==> src/rtl/joystick_pkg.sv <==
// Joystick bit map shared by the mainboard, the keyboard joystick emulation and this conditioner.
// Index 0 is fire; vectors are active-high once past the input synchronizers.
package joystick_pkg;

  localparam int JOY_FIRE  = 0;
  localparam int JOY_LEFT  = 1;
  localparam int JOY_RIGHT = 2;
  localparam int JOY_DOWN  = 3;
  localparam int JOY_UP    = 4;
  localparam int JOY_WIDTH = 5;

  typedef logic [JOY_WIDTH-1:0] joy_vec_t;

  // Opposing directions cancel to neutral; fire is never touched.
  function automatic joy_vec_t socd_clean(input joy_vec_t v, input logic neutral);
    joy_vec_t r;
    r = v;
    if (neutral && v[JOY_LEFT] && v[JOY_RIGHT]) begin
      r[JOY_LEFT]  = 1'b0;
      r[JOY_RIGHT] = 1'b0;
    end
    if (neutral && v[JOY_DOWN] && v[JOY_UP]) begin
      r[JOY_DOWN] = 1'b0;
      r[JOY_UP]   = 1'b0;
    end
    return r;
  endfunction

endpackage

==> src/rtl/joystick_debounce_bit.sv <==
// One joystick line: 2-flop synchronizer on the active-low pin, then a counter debounce.
// The line must disagree with the accepted state for 2**DEBOUNCE_BITS samples in a row.
module joystick_debounce_bit #(
  parameter int DEBOUNCE_BITS = 18
) (
  input  logic clk,
  input  logic reset,
  input  logic raw_n,
  output logic stable
);

  logic                     r_s1;
  logic                     r_s2;
  logic                     r_stable;
  logic [DEBOUNCE_BITS-1:0] r_cnt;
  logic                     w_active;

  assign w_active = ~r_s2;
  assign stable   = r_stable;

  // Sync flops preset to the released pin level so reset never looks like a press.
  always_ff @(posedge clk) begin
    if (reset) begin
      r_s1     <= 1'b1;
      r_s2     <= 1'b1;
      r_stable <= 1'b0;
      r_cnt    <= '0;
    end else begin
      r_s1 <= raw_n;
      r_s2 <= r_s1;
      if (w_active == r_stable) begin
        r_cnt <= '0;
      end else if (&r_cnt) begin
        r_stable <= w_active;
        r_cnt    <= '0;
      end else begin
        r_cnt <= r_cnt + 1'b1;
      end
    end
  end

endmodule

==> src/rtl/joystick_conditioner.sv <==
// Two-port joystick conditioner: debounce, SOCD cleanup, port swap, registered outputs, change strobe.
// Define JOYSTICK_AUTOFIRE_EN to add the per-port autofire input and the shared autofire divider.
module joystick_conditioner
  import joystick_pkg::*;
#(
  parameter int DEBOUNCE_BITS = 18,
  parameter int AUTOFIRE_BITS = 22,
  parameter int SOCD_NEUTRAL  = 1
) (
  input  logic                 clk,
  input  logic                 reset,
  input  logic [JOY_WIDTH-1:0] joy1_raw_n,
  input  logic [JOY_WIDTH-1:0] joy2_raw_n,
  input  logic                 swap_ports,
`ifdef JOYSTICK_AUTOFIRE_EN
  input  logic [1:0]           autofire,
`endif
  output logic [JOY_WIDTH-1:0] joy1,
  output logic [JOY_WIDTH-1:0] joy2,
  output logic                 joy_event
);

  joy_vec_t w_deb1, w_deb2;
  joy_vec_t w_clean1, w_clean2;
  joy_vec_t w_gated1, w_gated2;

  for (genvar g = 0; g < JOY_WIDTH; g++) begin : g_bit
    joystick_debounce_bit #(.DEBOUNCE_BITS(DEBOUNCE_BITS)) u_port1 (
      .clk    (clk),
      .reset  (reset),
      .raw_n  (joy1_raw_n[g]),
      .stable (w_deb1[g])
    );
    joystick_debounce_bit #(.DEBOUNCE_BITS(DEBOUNCE_BITS)) u_port2 (
      .clk    (clk),
      .reset  (reset),
      .raw_n  (joy2_raw_n[g]),
      .stable (w_deb2[g])
    );
  end

  assign w_clean1 = socd_clean(w_deb1, SOCD_NEUTRAL != 0);
  assign w_clean2 = socd_clean(w_deb2, SOCD_NEUTRAL != 0);

`ifdef JOYSTICK_AUTOFIRE_EN
  logic [AUTOFIRE_BITS-1:0] r_div;
  logic [1:0]               r_phase;
  logic [1:0]               w_fire;
  logic                     w_tick;

  assign w_fire = {w_clean2[JOY_FIRE], w_clean1[JOY_FIRE]};
  assign w_tick = &r_div;

  // Phase idles at 1 so a fresh press always starts with fire asserted.
  always_ff @(posedge clk) begin
    if (reset) begin
      r_div   <= '0;
      r_phase <= 2'b11;
    end else begin
      r_div <= r_div + 1'b1;
      for (int p = 0; p < 2; p++) begin
        if (!(autofire[p] && w_fire[p])) begin
          r_phase[p] <= 1'b1;
        end else if (w_tick) begin
          r_phase[p] <= ~r_phase[p];
        end
      end
    end
  end

  always_comb begin
    w_gated1 = w_clean1;
    w_gated2 = w_clean2;
    w_gated1[JOY_FIRE] = w_clean1[JOY_FIRE] & (~autofire[0] | r_phase[0]);
    w_gated2[JOY_FIRE] = w_clean2[JOY_FIRE] & (~autofire[1] | r_phase[1]);
  end
`else
  assign w_gated1 = w_clean1;
  assign w_gated2 = w_clean2;

  if (AUTOFIRE_BITS < 1) begin : g_autofire_bits_unused
  end
`endif

  logic [JOY_WIDTH-1:0]   r_joy1, r_joy2;
  logic [2*JOY_WIDTH-1:0] r_prev;
  logic                   r_event;

  // The event compares the registered pair against its previous value, so it trails the output by one cycle.
  always_ff @(posedge clk) begin
    if (reset) begin
      r_joy1  <= '0;
      r_joy2  <= '0;
      r_prev  <= '0;
      r_event <= 1'b0;
    end else begin
      r_joy1  <= swap_ports ? w_gated2 : w_gated1;
      r_joy2  <= swap_ports ? w_gated1 : w_gated2;
      r_prev  <= {r_joy1, r_joy2};
      r_event <= ({r_joy1, r_joy2} != r_prev);
    end
  end

  assign joy1      = r_joy1;
  assign joy2      = r_joy2;
  assign joy_event = r_event;

endmodule

==> config.mk <==
export PLATFORM = sky130hd
export DESIGN_NAME = joystick_conditioner
export DESIGN_NICKNAME = d
export VERILOG_FILES = /design/src/rtl/joystick_pkg.sv /design/src/rtl/joystick_debounce_bit.sv /design/src/rtl/joystick_conditioner.sv
export SDC_FILE = /design/constraint.sdc
export NUM_CORES = 1
export LEC_CHECK = 0
export BUFFER_PORTS_ARGS = -buffer_cell sky130_fd_sc_hd__buf_2
export CAP_MARGIN = 20
export CORE_MARGIN = 2
export CORE_UTILIZATION = 45
export DETAILED_ROUTE_END_ITERATION = 7
export GPL_ROUTABILITY_DRIVEN = 0
export GPL_TIMING_DRIVEN = 0
export SYNTH_ARGS = -nofsm -noshare
export SYNTH_HDL_FRONTEND = slang
export SYNTH_SLANG_ARGS = --single-unit
==> constraint.sdc <==
create_clock -name clk -period 1.9 [get_ports clk]
set_clock_uncertainty 0.15 [all_clocks]
set_input_delay 0.475 -clock clk [delete_from_list [all_inputs] [get_ports clk]]
set_output_delay 0.475 -clock clk [all_outputs]
set_load 0.03 [all_outputs]
### After elaboration in Yosys (flattened, before gate mapping)

Cells that the tools add are included.
Widths: inputs -> output; s select.

| storage, ports and cells | value |
|---|---|
| logic and storage cells | 125 |
| register bits after elaboration | 231 |

| operators by class | value |
|---|---|
| bitwise logic cells | 20 |
| equal/unequal tests | 11 |
| multiplexer cells | 6 |
| $add $sub $neg | 10 |
| reduce and logical (&&, ||, !) cells | 34 |

Operators with widths:

| cell | number |
|---|---|
| $reduce_and 19->1 | 10 |
| $add 18x1->18 const B | 10 |
| $reduce_and 18->1 | 10 |
| $reduce_or 3->1 | 10 |
| $not 1->1 | 20 |
| $eq 1x1->1 | 10 |
| $mux 5 | 2 |
| $ne 10x10->1 | 1 |
| $mux 2 | 4 |
| $logic_and 1x1->1 | 4 |

### Logic depth before layout (Yosys ltp)

| depth | value |
|---|---|
| depth after elaboration | 4 |
| mapped depth | 7 |
| gate-level depth less buffers | 5 |

### Modules after synthesis

A second synthesis with hierarchy kept.

| unflattened totals | value |
|---|---|
| cell total of the unflattened synthesis | 1080 |
| area total of the unflattened synthesis | 9974.6 µm² |

By module, submodules not included:

| module | area each (µm²) | instances | seq. area each (µm²) | cells an instance |
|---|---|---|---|---|
| joystick_debounce_bit | 917.1 | 10 | 420.4 | 100 |
| joystick_conditioner | 803.3 | 1 | 420.4 | 80 |

### Worst setup path before layout

Ideal clock, no wire load.

| path | value |
|---|---|
| kind | register to register |
| start | reg g_bit[3].u_port2.r_cnt[0] |
| end | reg g_bit[3].u_port2.r_cnt[10] |
| buffers on the path | 1 |
| setup slack | -130 ps |
| stages on the path, launching flop included | 7 |
| required time | 1635 ps |
| data arrival time | 1765 ps |
| path through | dfxtp_1 > ha_1 > nand3_1 > or4_1 > o31ai_4 > buf_4 > nor2_1 |

| on the way | value |
|---|---|
| longest elaborated chain between the ends | 2 |
| elaborated cells between the ends (all ways) | 3 |
| those cells by class | add/sub (1); reduce/logical (2) |

Ends and longest elaborated chain:

| item | RTL line | text |
|---|---|---|
| start, declared | joystick_debounce_bit.sv:15 | `logic [DEBOUNCE_BITS-1:0] r_cnt;` |
| start signal, assigned | joystick_debounce_bit.sv:37 | `r_cnt <= r_cnt + 1'b1;` |
| parallel branches: the longest is 2 deep, another holds $add 18x1->18 | -- |  |

Parallel ways; which one is timed is not known.
A chain may end at the register's enable or synchronous reset.

### Worst setup path after layout

| path | value |
|---|---|
| start | reg g_bit[3].u_port2.r_cnt[1] |
| end | reg g_bit[3].u_port2.r_cnt[12] |

Same word-level chain as after synthesis.

==> results.cfg <==
[outcome]
status = finished clean

[drt]
drc = 0
wl_per_cell_um = 12.9
viasPerCell = 5.11
vias = 7480
drtAntennaViolNets = 0
drt_iter0_drc = 282
dr.pass1.iters = 5
drt_wl_total_um = 18900

[power]
p_int_mw = 7.68
clockPowerShare_pct = 47.8
p_per_area_mw_per_mm2 = 819
p_comb_share_pct = 1.7
p_leak_nw = 3.87
power.total_mw = 9.63
ir_drop_mv = 0.583
pwr-share-seq_pct = 50.5
p_sw_share_pct = 20.3
p_sw_mw = 1.95

[synthesis]
synthFlopType = dfxtp_1
syn_area_per_cell_um2 = 8.91
synthesis.area_mm2 = 0.00967
synth-warning-count = 0
ys_seq_area_share_pct = 47.8
syn-instance-count = 1085
ys_ff_latch = 231
synth_edf_count = 0
ys_types = 53
synth_nets = 1108
async_flop_share_pct = 0

[place]
dp_hpwl_um = 12300
dp_cells = 1382
port_buffers = 22

[clocking]
cts.sinks = 231
numCtsBuffers = 25
clock_latency_ps = 520
cts_tree = built
path_clk_slew_ps = 60
cts_root_buf = clkbuf_16
clk_path_buf_depth = 3
cts_max_level = 1

[flow_run]
maxCapViolations = 0

[floorplan]
core_mm2 = 0.0210
initial_utilization_pct = 46.0
die_area_mm2 = 0.0227
chipHeight_um = 151
rows = 53
io_pins = 24
die_w_um = 151

[worst_setup_path]
worstPathRequired_ps = 2150
cp.arrival_ps = 2130
end_kind = flip-flop
crit_path_top_delay_cell = or4_4
r2r_slack_ps = 30
crit_path_max_fanout = 5
worst-r2r-cell-count = 6
worstReg2RegStart = g_bit[3].u_port2.r_cnt[1]
timing.rr.end = g_bit[3].u_port2.r_cnt[12]
crit_path_max_incr_delay_ps = 470
path_class = reg -> reg
cp-start-kind = flip-flop
crit_chain = ha_4 -> nand3_4 -> or4_4 -> o31ai_4 -> buf_6 -> nor2_1

[hold_path]
hold_path.class = in -> reg
hold_depth = 2
hold_end = g_bit[4].u_port1.r_s1
hold_start = joy1_raw_n[4]

[global_route]
grt_pass1_wl_um = 32400
grt-ovfl-total = 0
grt_max_degree = 14
grt_pass1_vias = 6999
grt_antenna_before_repair = 0
grt_usage_pct = 17.0

[final_layout]
multi_input_area_mm2 = 0.00509
fin_nets = 1199
mostFrequentLayoutCells = dfxtp_1, nor2_1, xnor2_1
fillerInstances = 1896
final_common_cell = dfxtp_1
fin_util_pct = 55.9
drive_gt1_share_pct = 19.9
regArea_mm2 = 0.00472
antenna_cells = 0
final_cells = 1465
area_growth_pct = 21.6

[sta]
slew_headroom_pct = 53.4
fmax_ghz = 0.534
setup_viol = 0
period_share_pct = 98.6
fin_crit_ps = 1870
timing.hold.ws_ps = 17.6
tightest_slew_ps = 700
grt_setup_unrepaired = yes
slew_viol_final = 0
finalHoldViolations = 0
[flip-flops by register name, indices dropped and copies added (netlist names)]
name / flops
r_prev: 10
g_bit.u_port2.stable: 5
g_bit.u_port2.r_s1: 5
g_bit.u_port1.stable: 5
joy2: 5
g_bit.u_port2.r_s2: 5
g_bit.u_port1.r_s2: 5
joy1: 5
g_bit.u_port1.r_s1: 5
joy_event: 1
g_bit.u_port2.r_cnt: 90
g_bit.u_port1.r_cnt: 90
[worst max-delay path: cells and delay by family (launching register included)]
| family | cells | cell delay [ps] |
|---|---|---|
| flops | 1 | 350 |
| buf+inv | 1 | 180 |
| compound gates | 1 | 330 |
| simple gates | 3 | 580 |
| fa+ha+maj | 1 | 160 |
[kinds of logic after synthesis]
kind of cell	count (synthesis)	synth area share, %
flops	231	47.8
buf+inv	70	2.89
simple gates	524	27.9
xor+xnor	146	13.2
fa+ha+maj	10	1.29
mux	3	0.311
compound gates	101	6.59
[power by group through the flow]
| stage | clock network (mW) | registers, mW | logic (mW) |
|---|---|---|---|
| 6_report | 4.60 | 4.86 | 0.164 |
| 5_1_grt | 4.96 | 4.86 | 0.182 |
| 4_1_cts | 4.76 | 4.88 | 0.155 |
| 3_5_place_dp | 0 | 4.99 | 0.130 |
| 3_3_place_gp | 0 | 4.99 | 0.131 |
| 2_1_floorplan | 0 | 4.99 | 0.0863 |
[area by class of cell]
type	instances	area share (%)
clock inverters	5	0.426
flip-flops and latches	231	40.2
clock buffers	36	6.18
inverters	39	1.24
well taps	275	2.93
multi-input cells	784	43.3
repair buffers	73	4.54
plain buffers	22	1.18
[what timing repair did]
action                     in CTS  in global routing
gates resized for setup        68                 71
hold endpoints to repair        6                  0
setup buffers                  21                 19
cloned                          3                  2
hold buffers                    6                  0
setup endpoints to repair     141                127
pin swaps                      15                 25
[cell usage after synthesis (5+ instances only)]
cell type / number / area, µm²
nand3b_1: 5 / 37.5
nor2b_1: 10 / 62.6
dfxtp_1: 231 / 4620
nor3_1: 35 / 175
nand2_1: 52 / 195
nor4_1: 23 / 144
a21oi_1: 36 / 180
or2_2: 24 / 150
xor2_1: 67 / 587
a31o_2: 5 / 43.8
or3_1: 27 / 169
and4_1: 17 / 149
nand3_1: 66 / 330
and2_1: 8 / 50.1
o21ai_0: 27 / 135
buf_2: 7 / 35.0
xnor2_1: 79 / 692
a31oi_1: 11 / 68.8
ha_1: 10 / 125
nand4_1: 45 / 282
or4_1: 10 / 75.1
clkbuf_1: 19 / 71.3
nor2_1: 174 / 653
inv_1: 37 / 139
and3_1: 18 / 113
[stage by stage]
step	worst slack [ps]	instance area, µm²	setup TNS, ps
finish	26.5	11800	0
detailed placement	-444	10200	-28680
global placement	-447	10200	-28020
CTS	0.262	11400	0
floorplan	1.67	9740	0
global route	-36.1	11800	-486
[worst max path at each step]
| stage | startpoint | endpoint | depth (start not counted) |
|---|---|---|---|
| after floorplan | g_bit[3].u_port1.r_cnt[2] | g_bit[3].u_port1.r_cnt[15] | 5 |
| after global routing | g_bit[3].u_port2.r_cnt[1] | g_bit[3].u_port2.r_cnt[11] | 6 |
| after CTS | g_bit[3].u_port1.r_cnt[5] | g_bit[3].u_port1.r_cnt[15] | 4 |
| after global placement | reset | g_bit[1].u_port1.r_cnt[5] | 6 |
| after detailed placement | reset | g_bit[1].u_port1.r_cnt[4] | 6 |
| final | g_bit[3].u_port2.r_cnt[1] | g_bit[3].u_port2.r_cnt[12] | 6 |
[per-layer routing]
layer | vias to the layer above | wire length, µm | part of all wire [%] | GRT usage, %
met5 | - | 0 | 0 | 0
met4 | 0 | 430 | 2.3 | 4.67
met3 | 32 | 505 | 2.7 | 2.67
met2 | 75 | 8550 | 45 | 27.9
met1 | 3436 | 9440 | 50 | 23.3
li1 | 3937 | - | - | -
No activity file was read; power rests on OpenSTA's default activity.
